==> src/rtl/led_ctrl_pkg.sv <==
// led_ctrl_pkg: shared types and constants for the LED sequencing controller.
// Rev 1.0
`default_nettype none

package led_ctrl_pkg;

    typedef enum logic [1:0] {
        ST_RUN   = 2'd0,
        ST_PAUSE = 2'd1,
        ST_AUTO  = 2'd2
    } state_t;

    localparam logic [1:0] DIR_BOUNCE = 2'd0;
    localparam logic [1:0] DIR_RIGHT  = 2'd1;
    localparam logic [1:0] DIR_LEFT   = 2'd2;
    localparam logic [1:0] DIR_LIMIT  = 2'd2;

    localparam int BTN_DIR   = 0;
    localparam int BTN_SPEED = 1;
    localparam int BTN_PAUSE = 2;
    localparam int BTN_AUTO  = 3;

    // Pattern code 3 is never produced: wrap from the last valid code to bounce.
    function automatic logic [1:0] dir_next(input logic [1:0] d);
        return (d >= DIR_LIMIT) ? DIR_BOUNCE : d + 2'd1;
    endfunction

endpackage

`default_nettype wire

==> src/rtl/led_seq_ctrl_step_timer.sv <==
// step_timer: free-running prescaler with a speed-selectable step-due detect.
// Rev 1.0
`default_nettype none

module step_timer #(
    parameter int TICK_LOG2 = 23
) (
    input  logic       CLK,
    input  logic       RST,
    input  logic       en,
    input  logic       clr,
    input  logic [1:0] speed,
    output logic       step_due
);

    logic [TICK_LOG2-1:0] cnt;
    logic [TICK_LOG2-1:0] mask;

    always_ff @(posedge CLK) begin
        if (RST || clr) begin
            cnt <= '0;
        end else if (en) begin
            cnt <= cnt + 1'b1;
        end
    end

    // Low (TICK_LOG2 - speed) bits all ones marks the last cycle of a period;
    // gated by en so a held count does not re-fire while paused.
    always_comb begin
        mask     = {TICK_LOG2{1'b1}} >> speed;
        step_due = en && ((cnt & mask) == mask);
    end

endmodule

`default_nettype wire

==> src/rtl/led_seq_ctrl.sv <==
// led_seq_ctrl: button arbiter, run/pause/auto FSM and STEP/RESTART generation
// for the LED pattern engine. Rev 1.0
`default_nettype none

module led_seq_ctrl
    import led_ctrl_pkg::*;
#(
    parameter int TICK_LOG2  = 23,
    parameter int AUTO_STEPS = 24
) (
    input  logic       CLK,
    input  logic       RST,
    input  logic [3:0] BTNP,
    output logic [1:0] DIR,
    output logic [1:0] SPEED,
    output logic       STEP,
    output logic       RESTART,
    output logic       PAUSED,
    output logic       AUTO
);

    localparam int ACW = $clog2(AUTO_STEPS + 1);

    state_t         state, state_n;
    logic [3:0]     pending, pending_n;
    logic [3:0]     req, grant;
    logic [1:0]     dir_r, dir_n;
    logic [1:0]     speed_r, speed_n;
    logic [ACW-1:0] acnt, acnt_n, acnt_inc;
    logic           step_r, step_n;
    logic           restart_r, restart_n;
    logic           step_due;
    logic           timer_en;
    logic           timer_clr;
    logic           auto_hit;
    logic           dir_adv;

    step_timer #(
        .TICK_LOG2 (TICK_LOG2)
    ) u_step_timer (
        .CLK      (CLK),
        .RST      (RST),
        .en       (timer_en),
        .clr      (timer_clr),
        .speed    (speed_r),
        .step_due (step_due)
    );

    always_ff @(posedge CLK) begin
        if (RST) begin
            state     <= ST_RUN;
            pending   <= '0;
            dir_r     <= DIR_BOUNCE;
            speed_r   <= '0;
            acnt      <= '0;
            step_r    <= 1'b0;
            restart_r <= 1'b0;
        end else begin
            state     <= state_n;
            pending   <= pending_n;
            dir_r     <= dir_n;
            speed_r   <= speed_n;
            acnt      <= acnt_n;
            step_r    <= step_n;
            restart_r <= restart_n;
        end
    end

    always_comb begin
        // Lowest set request wins; the rest wait, and repeat presses merge.
        req       = pending | BTNP;
        grant     = req & (~req + 4'd1);
        pending_n = req & ~grant;

        state_n   = state;
        speed_n   = speed_r;
        acnt_n    = acnt;
        acnt_inc  = acnt + 1'b1;
        auto_hit  = 1'b0;
        timer_en  = (state != ST_PAUSE);

        if (state == ST_AUTO && step_due) begin
            if (acnt_inc == ACW'(AUTO_STEPS)) begin
                acnt_n   = '0;
                auto_hit = 1'b1;
            end else begin
                acnt_n   = acnt_inc;
            end
        end

        if (grant[BTN_DIR]) begin
            acnt_n = '0;
        end

        if (grant[BTN_SPEED]) begin
            speed_n = speed_r + 2'd1;
        end

        if (grant[BTN_PAUSE]) begin
            state_n = (state == ST_PAUSE) ? ST_RUN : ST_PAUSE;
        end

        if (grant[BTN_AUTO]) begin
            if (state == ST_AUTO) begin
                state_n = ST_RUN;
            end else begin
                state_n = ST_AUTO;
                acnt_n  = '0;
            end
        end

        // A button advance and an auto advance in the same cycle count once.
        dir_adv   = grant[BTN_DIR] | auto_hit;
        dir_n     = dir_adv ? dir_next(dir_r) : dir_r;
        timer_clr = dir_adv | grant[BTN_SPEED];
        restart_n = dir_adv;
        step_n    = step_due & ~dir_adv;
    end

    assign DIR     = dir_r;
    assign SPEED   = speed_r;
    assign STEP    = step_r;
    assign RESTART = restart_r;
    assign PAUSED  = (state == ST_PAUSE);
    assign AUTO    = (state == ST_AUTO);

endmodule

`default_nettype wire

==> config.mk <==
export PLATFORM = sky130hd
export DESIGN_NAME = led_seq_ctrl
export DESIGN_NICKNAME = d
export VERILOG_FILES = /design/src/rtl/led_ctrl_pkg.sv /design/src/rtl/led_seq_ctrl_step_timer.sv /design/src/rtl/led_seq_ctrl.sv
export SDC_FILE = /design/constraint.sdc
export NUM_CORES = 1
export LEC_CHECK = 0
export CAP_MARGIN = 10
export CORE_MARGIN = 4
export CORE_UTILIZATION = 50
export CTS_CLUSTER_DIAMETER = 80
export DETAILED_ROUTE_END_ITERATION = 8
export GPL_TIMING_DRIVEN = 0
export HOLD_SLACK_MARGIN = 0.02
export PLACE_DENSITY = 0.7
export SKIP_CTS_REPAIR_TIMING = 1
export SLEW_MARGIN = 20
export SYNTH_ARGS = -nofsm -noshare
export SYNTH_HDL_FRONTEND = slang
export SYNTH_SLANG_ARGS = --single-unit
==> constraint.sdc <==
create_clock -name CLK -period 3.5 [get_ports CLK]
set_input_delay 0.525 -clock CLK [delete_from_list [all_inputs] [get_ports CLK]]
set_output_delay 0.525 -clock CLK [all_outputs]
set_load 0.02 [all_outputs]
==> results of run 1 <==
-- cell families after synthesis --
kind of cell / Yosys count / synth area share
DFF: 39 / 0.4370
xor gates and xnor gates: 24 / 0.1177
adders and majority gates: 4 / 0.02801
AOI/OAI and AO/OA: 24 / 0.08123
buffers and inverters: 10 / 0.02240
muxes: 2 / 0.01190
and+or+nand+nor: 105 / 0.3018
-- stage by stage --
step,total power (uW),hold WS (ns)
3_5_place_dp,529.2,0.4811
3_3_place_gp,527.8,0.4712
6_report,837.4,0.4980
2_1_floorplan,504.4,0.4576
4_1_cts,848.8,0.4984
5_1_grt,877.2,0.5444
-- final cells by class --
cell class                      count  area, sq um  share of cell area
Multi-Input combinational cell    159        965.9              0.4687
Clock buffer                        6        51.30             0.02489
Clock inverter                      2        35.03             0.01700
Inverter                            7        26.28             0.01275
Sequential cell                    39        780.7              0.3789
Buffer                              3        13.76            0.006679
Timing Repair Buffer               13        130.1             0.06315
Tap cell                           46        57.56             0.02793
-- routing by layer --
layer  vias to the layer above  track usage  routed length [um]
met4                         0      0.07444                  49
met2                        39       0.2880                1714
met3                         5      0.05990                 176
li1                        766            -                   -
met1                       699       0.2192                1645
met5                         -            0                   0
-- sequential cells by signal, summed over array words and instances, names as in the netlist --
register          cells
u_step_timer.cnt     23
DIR                   2
pending               3
state                 2
SPEED                 2
acnt                  5
RESTART               1
STEP                  1
-- worst reg2reg max path: stages, from the launching register on --
cell     delay [ns]
dfxtp_1        0.41
inv_1          0.06
ha_1           0.18
nor2b_1        0.15
or4_1          0.56
nor4_1         0.76
a21oi_1        0.23
mux2_2         0.31
-- placed cells by master, fill, tap and decap left out, drive strengths merged, types with 2 or more instances in the layout --
cell type / n
o22ai: 2
nor4: 3
clkbuf: 7
nor3: 7
and3: 5
nand4: 8
xor2: 15
nor3b: 2
nand2b: 2
a21oi: 8
buf: 2
clkdlybuf4s50: 13
nor2b: 3
nor2: 37
and4: 2
dfxtp: 39
or3: 4
o21ai: 6
or4: 4
inv: 7
a211oi: 2
nand2: 15
nand3: 10
xnor2: 9
ha: 4
-- power groups by stage --
stage	sequential (uW)	combinational (uW)	clock (uW)
after floorplan	473	31.5	0
after global placement	468	59.5	0
after detailed placement	469	60.5	0
after CTS	459	60.7	329
after global routing	461	66.7	350
final	459	60.3	318
-- worst max path at each step --
stage | to | slack (ns) | cells past startpoint
finish | DIR[0]$_SDFFE_PP0P_ | 0.74 | 7
global route | u_step_timer.cnt[21]$_SDFFE_PP0N_ | 0.51 | 8
CTS | DIR[0]$_SDFFE_PP0P_ | 0.71 | 7
detailed placement | DIR[0]$_SDFFE_PP0P_ | 0.75 | 7
global placement | DIR[0]$_SDFFE_PP0P_ | 0.81 | 7
floorplan | acnt[4]$_SDFF_PP0_ | 0.89 | 7
==> flow_summary_export.csv, run 1 <==
group,metric,value,unit
status,status,"finished clean",
clock_tree,clock_latency,0.35,ns
final_layout,stdcell_area,2061,sq um
die,initial_core_util,0.5271,
critical_path,crit_arrival,3.01,ns
global_routing,grt_use_total,0.1794,
die,rows,21,
yosys,synth_area,1787,sq um
final_layout,stdcell_count,275,
power,p_per_area,406.4,nW/um^2
final_layout,antennaDiodeCount,0,
final_layout,final_nets,238,
placement,pre_cts_slack,0.7469,ns
clock_tree,cts.htree.levels,2,
placement,dp_cells,267,
die,die_h,67.78,um
clock_tree,clockBufferDepth,2,
power,power_frac_clock,0.380,
timing,slew_headroom,0.2949,
route,via_count,1509,
clock_tree,root_buffer,"clkbuf_4",
yosys,yosysMostFrequentCell,"dfxtp_1",
critical_path,max_stage_delay,0.76,ns
global_routing,grt_max_degree,13,
power,pwr-share-comb,0.072,
placement,hpwlAfterDp,2652,um
critical_path,worstPathMaxFanout,4,
placement,port_buffers,13,
yosys,synth.cells.most_frequent,"39 x dfxtp_1, 37 x nor2_1, 15 x nand2_1, 15 x xor2_1, 10 x nand3_1",
hold_path,worstHoldStart,"u_step_timer.cnt[1]$_SDFFE_PP0N_",
critical_path,critical_path_class,"reg -> reg",
route,routedWlPerCell,13.04,um
die,die-area,4594,sq um
power,pwr-share-seq,0.548,
yosys,synth_flop_cell,"dfxtp_1",
timing,fin_ws,0.7425,ns
timing,rsz0062_at_grt,"false",
yosys,yosysTopAreaCell,"dfxtp_1",
die,ios,14,
critical_path,cp.required,3.75,ns
yosys,netlist_instances,208,
route,drt_iter0_markers,82,
timing,fin_crit_sh,0.7879,
critical_path,crit_chain,"inv_1 > ha_1 > nor2b_1 > or4_1 > nor4_1 > a21oi_1 > mux2_2",
yosys,synth-edff-count,0,
yosys,netlist.area_leader.share,0.4370,
timing,max_freq,362.6,MHz
hold_path,holdPathStages,2,
placement,finalWeightedCongestion,0.7781,
timing,hold_viol,0,
critical_path,endpoint_kind,"register",
timing,worstMarginPinSlew,1.050,ns
final_layout,fillCellCount,295,
yosys,synth.avg_cell_area,8.590,sq um
yosys,synth_seq_cells,39,
yosys,yosys-top-cells-area,"dfxtp_1 44%, nor2_1 7.8%, xor2_1 7.4%, xnor2_1 4.4%, nand2_1 3.2%",
hold_path,hold_class,"reg -> reg",
clock_tree,path_clk_slew,0.11,ns
clock_tree,clock_sinks,39,
global_routing,overflow,0,
clock_tree,cts_tree,"built",
power,power.leakage,0.0006993,uW
job,maxCapViolCount,0,
global_routing,grt_pass1_vias,1425,
route,routed_wl,3586,um
yosys,yosys_warnings,0,
die,chipWidth,67.78,um
hold_path,min_to,"u_step_timer.cnt[1]$_SDFFE_PP0N_",
power,switchingPower,187.8,uW
yosys,synth.distinct_cells,40,
power,ir_worst_vdd,298.2,uV
final_layout,layout-drive-gt1-share,0.07424,
critical_path,ff2ff_setup_slack,0.74,ns
timing,maxSlewViolCount,0,
placement,post_dp_cell_area,1974,sq um
power,intPower,649.6,uW
route,ant_nets,0,
critical_path,cp_num_buf_inv,1,
critical_path,r2r_end,"DIR[0]$_SDFFE_PP0P_",
timing,tns,0,ns
route,drcViolationCount,0,
die,coreArea,3390,sq um
critical_path,crit_start,"SPEED[0]$_SDFFE_PP0P_",
critical_path,r2r_start,"SPEED[0]$_SDFFE_PP0P_",
timing,finalSetupViolCount,0,
route,dr.pass1.iters,4,
timing,min_period,2.758,ns
yosys,syn_nets,218,
global_routing,grt_pass1_wl,6161,um
critical_path,start_kind,"register",
yosys,async_reset_ff_frac,0,
final_layout,syn2layout_area_growth,15.34,%
route,routed_via_density,5.487,
power,p_sw_frac,0.2243,
global_routing,antenna_found_initial,0,
clock_tree,cts_inserted_buffers,5,
final_layout,final_core_util,0.6080,
yosys,ys_seq_area_frac,0.4370,
timing,finClkSkew,0.01244,ns
critical_path,cp_top_family,"simple AND/OR/NAND/NOR gates",
critical_path,rr_worst_depth,7,
critical_path,cp_slowest_cell,"nor4_1",
No activity file was read; power rests on OpenSTA's default activity.
==> run 2: changes to the inputs <==
- PLACE_DENSITY: 0.7 -> 0.73
- clock period: 3.5 -> 2.4 ns (I/O delays scaled with it)
==> run 2 against run 1 <==
Effect of this change: flip-flop and latch count unchanged; the flow now finishes with violations (negative setup slack); die area unchanged; clock power up 19%; count of clock-buffer cells in the layout is 2 higher; setup slack worse by 0.81 ns; critical path depth is 2 higher; wire length is 4.3% lower; via count fell by 3.3%; first-iteration DRC count is 27% lower.
==> flow_summary_export.csv, run 2 (synthesis results as in run 1) <==
group,metric,value,unit
global_routing,grt_max_degree,12,
die,ios,14,
critical_path,endpoint_kind,"register",
critical_path,crit_start,"SPEED[1]$_SDFFE_PP0P_",
power,ir_worst_vdd,342.3,uV
timing,fin_crit_sh,1.028,
final_layout,antennaDiodeCount,0,
timing,worstMarginPinSlew,1.071,ns
status,violations,"negative setup slack",
timing,hold_viol,0,
final_layout,final_nets,245,
die,chipWidth,67.78,um
timing,hold_ws,0.4985,ns
placement,hpwlAfterDp,2376,um
die,coreArea,3390,sq um
final_layout,final_cell_mix,"37 x dfxtp_1, 36 x nor2_1, 15 x nand2_1, 15 x xor2_1, 13 x clkdlybuf4s50_1",
global_routing,grt_pass1_wl,5865,um
timing,min_period,2.467,ns
die,die-area,4594,sq um
clock_tree,path_clk_slew,0.11,ns
critical_path,crit_top_cell,"or4_4",
hold_path,worstHoldStart,"u_step_timer.cnt[1]$_SDFFE_PP0N_",
timing,max_freq,405.3,MHz
timing,rsz0062_at_grt,"true",
die,rows,21,
critical_path,cp_top_family,"simple AND/OR/NAND/NOR gates",
global_routing,antenna_found_initial,0,
clock_tree,cts.htree.levels,2,
clock_tree,cts_inserted_buffers,5,
final_layout,largest_registers,"u_step_timer.cnt (23), acnt (5), pending (3)",
die,initial_core_util,0.5271,
timing,finalSetupViolCount,18,
timing,tns,-0.7813,ns
clock_tree,clock_sinks,39,
clock_tree,clock_latency,0.34,ns
final_layout,regMostFlops,"u_step_timer.cnt",
timing,fin_ws,-0.06734,ns
clock_tree,root_buffer,"clkbuf_4",
critical_path,max_stage_delay,0.59,ns
global_routing,overflow,0,
global_routing,grt_pass1_vias,1358,
route,dr.pass1.iters,4,
final_layout,layout-drive-gt1-share,0.1525,
critical_path,start_kind,"register",
placement,finalWeightedCongestion,0.7207,
critical_path,r2r_start,"SPEED[1]$_SDFFE_PP0P_",
route,ant_nets,0,
route,via_count,1459,
route,drt_iter0_markers,60,
status,status,"finished with violations",
global_routing,grt_use_total,0.1694,
final_layout,syn2layout_area_growth,23.39,%
route,drcViolationCount,0,
critical_path,crit_chain,"inv_2 > ha_4 > nor2b_4 > or4_4 > or4_4 > o21ai_4 > buf_6 > clkbuf_16 > nor2_1",
final_layout,fillCellCount,294,
route,routed_wl,3431,um
route,routedWlPerCell,12.17,um
route,routed_via_density,5.174,
final_layout,largest_reg_flops,23,
clock_tree,cts_tree,"built",
hold_path,hold_class,"reg -> reg",
timing,finClkSkew,0.006655,ns
critical_path,cp_slowest_cell,"or4_4",
critical_path,cp.required,2.65,ns
final_layout,layout_commonest_cell,"dfxtp_1",
critical_path,critical_path_class,"reg -> reg",
critical_path,worstPathMaxFanout,7,
clock_tree,clockBufferDepth,2,
critical_path,cp_num_buf_inv,3,
die,die_h,67.78,um
timing,slew_headroom,0.2803,
job,maxCapViolCount,0,
timing,maxSlewViolCount,0,
power,power.leakage,0.0007593,uW
placement,port_buffers,13,
power,p_per_area,526.3,nW/um^2
critical_path,crit_arrival,2.71,ns
[run 2: cell count changes in the layout (fill, tap and decap cells not counted), sizes merged]
| cell | delta |
|---|---|
| buf | +6 |
| clkbuf | +3 |
| bufinv | -1 |
| clkinv | -1 |
[run 2: final timing paths]
kind	end	slack [ns]	depth (start not counted)
setup reg to reg	u_step_timer.cnt[12]$_SDFFE_PP0N_	-0.07	9
setup / recovery	u_step_timer.cnt[12]$_SDFFE_PP0N_	-0.07	9
hold / removal	u_step_timer.cnt[1]$_SDFFE_PP0N_	0.50	2
hold reg to reg	u_step_timer.cnt[1]$_SDFFE_PP0N_	0.50	2
[run 2: worst register-to-register path: stages, from the launching register on]
cell and delay (ns):
dfxtp_4 0.38, inv_2 0.04, ha_4 0.14, nor2b_4 0.12
or4_4 0.55, or4_4 0.59, o21ai_4 0.23, buf_6 0.15
clkbuf_16 0.13, nor2_1 0.04
[run 2: layout make-up]
cell class | instances | area [sq um] | share of cell area
flip-flops and latches | 39 | 788.3 | 0.3575
multi-input cells | 159 | 1022 | 0.4637
clock buffers | 8 | 68.82 | 0.03121
plain buffers | 3 | 30.03 | 0.01362
inverters | 7 | 26.28 | 0.01192
well taps | 46 | 57.56 | 0.02611
repair buffers | 20 | 211.5 | 0.09591
[run 2: metal layers]
metal / track usage / vias up / routed length, um
met5: 0 / - / 0
met4: 0.07444 / 0 / 51
met3: 0.03993 / 5 / 80
met2: 0.2722 / 11 / 1547
met1: 0.2152 / 667 / 1753
li1: - / 776 / -
[run 2: where the power goes]
part | leakage (uW) | internal, uW | switching [uW]
clock | 0.0000386 | 173 | 208
sequential | 0.000317 | 659 | 9.68
combinational | 0.000403 | 58.9 | 52.7
total | 0.000759 | 890 | 270
[run 2: stage by stage]
stage / util / instances / total power (uW) / instance area, sq um / worst slack [ns]
floorplan: - / 208 / 735.8 / 1802 / -0.03930
global placement: 0.5869 / 267 / 771.2 / 1989 / -0.2053
detailed placement: 0.5869 / 267 / 772.3 / 1989 / -0.1996
CTS: 0.6072 / 275 / 1148 / 2058 / -0.2335
global route: 0.6504 / 282 / 1221 / 2205 / -0.1363
finish: 0.6504 / 282 / 1160 / 2205 / -0.06734
==> run 3: changes to the inputs <==
- CORE_MARGIN: 4 -> not set
- SKIP_CTS_REPAIR_TIMING: 1 -> not set
==> run 3 against run 2 <==
Effect of this change: the flow still finishes with violations (negative setup slack); global-route usage up 3.6 points; hold slack worse by 0.0080 ns; critical path depth down 2; sequential power hardly changed; clock skew up 0.0014 ns; die area shrank 17%.
==> flow_summary_export.csv, run 3 (synthesis results as in run 1) <==
group,metric,value,unit
critical_path,endpoint_kind,"register",
timing,hold_viol,0,
final_layout,final_core_util,0.6759,
die,die_h,61.78,um
timing,fin_crit_sh,1.018,
global_routing,grt_pass1_wl,5747,um
critical_path,crit_arrival,2.73,ns
route,drcViolationCount,0,
timing,fin_ws,-0.04413,ns
final_layout,stdcell_area,2291,sq um
clock_tree,root_buffer,"clkbuf_4",
critical_path,worstPathMaxFanout,7,
final_layout,antennaDiodeCount,0,
timing,rsz0062_at_grt,"true",
clock_tree,path_clk_slew,0.11,ns
global_routing,grt_max_degree,12,
final_layout,largest_registers,"u_step_timer.cnt (23), acnt (5), pending (3)",
final_layout,largest_reg_flops,23,
final_layout,final_nets,250,
global_routing,grt_use_met3,0.04555,
route,routedWlPerCell,12.44,um
power,switchingPower,275.0,uW
route,drt_iter0_markers,79,
power,pwr-share-comb,0.109,
die,initial_core_util,0.5271,
route,ant_nets,0,
power,intPower,898.3,uW
route,routed_wl,3570,um
power,p_per_area,512.2,nW/um^2
final_layout,layout-drive-gt1-share,0.2241,
power,p_sw_frac,0.2344,
timing,min_period,2.444,ns
die,die-area,3817,sq um
final_layout,syn2layout_area_growth,28.22,%
final_layout,stdcell_count,287,
timing,worstMarginPinSlew,1.093,ns
global_routing,overflow,0,
global_routing,grt_pass1_vias,1318,
clock_tree,cts.htree.levels,2,
final_layout,regMostFlops,"u_step_timer.cnt",
global_routing,met2_usage,0.3026,
timing,maxSlewViolCount,0,
die,rows,21,
critical_path,cp.required,2.69,ns
critical_path,start_kind,"register",
placement,port_buffers,13,
clock_tree,cts_tree,"built",
die,ios,14,
final_layout,layout_commonest_cell,"dfxtp_1",
status,status,"finished with violations",
placement,post_dp_cell_area,1989,sq um
route,dr.pass1.iters,4,
global_routing,grt_use_total,0.2050,
placement,hpwlAfterDp,2328,um
final_layout,final_cell_mix,"37 x dfxtp_1, 26 x nor2_1, 15 x nand2_1, 15 x xor2_1, 13 x clkdlybuf4s50_1",
critical_path,critical_path_class,"reg -> reg",
timing,slew_headroom,0.2655,
placement,dp_cells,267,
timing,max_freq,409.1,MHz
status,violations,"negative setup slack",
die,coreArea,3390,sq um
route,via_count,1531,
power,power_frac_clock,0.323,
power,power.leakage,0.0007712,uW
global_routing,top_usage_layer,"met2",
clock_tree,clockBufferDepth,2,
clock_tree,cts_inserted_buffers,5,
timing,finalSetupViolCount,25,
placement,finalWeightedCongestion,0.7661,
hold_path,hold_class,"reg -> reg",
timing,finClkSkew,0.008100,ns
die,chipWidth,61.78,um
power,ir_worst_vdd,387.1,uV
global_routing,antenna_found_initial,0,
clock_tree,clock_sinks,39,
power,pwr-share-seq,0.569,
global_routing,grt_use_met1,0.2857,
clock_tree,clock_latency,0.34,ns
route,routed_via_density,5.334,
job,maxCapViolCount,0,
run 3: changes by cell type in the layout (fill, tap and decap cells not counted), sizes merged:
cell and change:
clkbuf -1, buf +6
run 3: layer usage:
metal  vias up  part of all wire
li1        787                 -
met1       712              0.50
met2        25              0.45
met3         7             0.032
met4         0             0.017
met5         -                 0
run 3: critical path: stages (launching register included):
cell     delay, ns
dfxtp_4       0.37
inv_2         0.05
ha_4          0.15
nor2b_4       0.12
or4_4         0.55
or4_4         0.61
or4_4         0.43
a21oi_2       0.11
run 3: per-stage QoR:
step / setup TNS (ns) / hold slack [ns] / total power, uW / setup WS, ns
CTS: -0.1136 / 0.4946 / 1169 / -0.01795
detailed placement: -3.023 / 0.4833 / 772.1 / -0.1861
floorplan: -0.04374 / 0.4615 / 735.8 / -0.03930
finish: -0.7999 / 0.4905 / 1173 / -0.04413
global route: -2.704 / 0.5330 / 1219 / -0.1174
global placement: -2.661 / 0.4809 / 771.1 / -0.2000
run 3: timing repair:
item / 4_1_cts / 5_1_grt
endpoints found under the hold margin: 0 / 0
cloned: 2 / 0
buffers inserted: 8 / 2
hold buffers: 0 / 0
pin swaps: 4 / 13
gates resized for setup: 16 / 23
setup endpoints to repair: 24 / 29
run 3: path summary, 6_finish.rpt:
| check | startpoint | end | slack, ns | depth (start not counted) |
|---|---|---|---|---|
| setup / recovery | SPEED[1]$_SDFFE_PP0P_ | acnt[3]$_SDFF_PP0_ | -0.04 | 7 |
| hold / removal | u_step_timer.cnt[1]$_SDFFE_PP0N_ | u_step_timer.cnt[1]$_SDFFE_PP0N_ | 0.49 | 2 |
| setup reg to reg | SPEED[1]$_SDFFE_PP0P_ | acnt[3]$_SDFF_PP0_ | -0.04 | 7 |
| hold reg to reg | u_step_timer.cnt[1]$_SDFFE_PP0N_ | u_step_timer.cnt[1]$_SDFFE_PP0N_ | 0.49 | 2 |
run 3: cell type report:
class,instances,area [sq um]
plain buffers,3,26.28
repair buffers,25,231.5
flip-flops and latches,39,788.3
well taps,46,57.56
fillers,268,1099
inverters,7,26.28
clock buffers,8,68.82
multi-input cells,159,1092
run 3: power groups by stage:
stage	logic, uW	clock network [uW]	registers (uW)
after floorplan	46.4	0	689
after global placement	88.0	0	683
after detailed placement	88.6	0	683
after CTS	113	389	667
after global routing	140	410	670
final	127	379	667
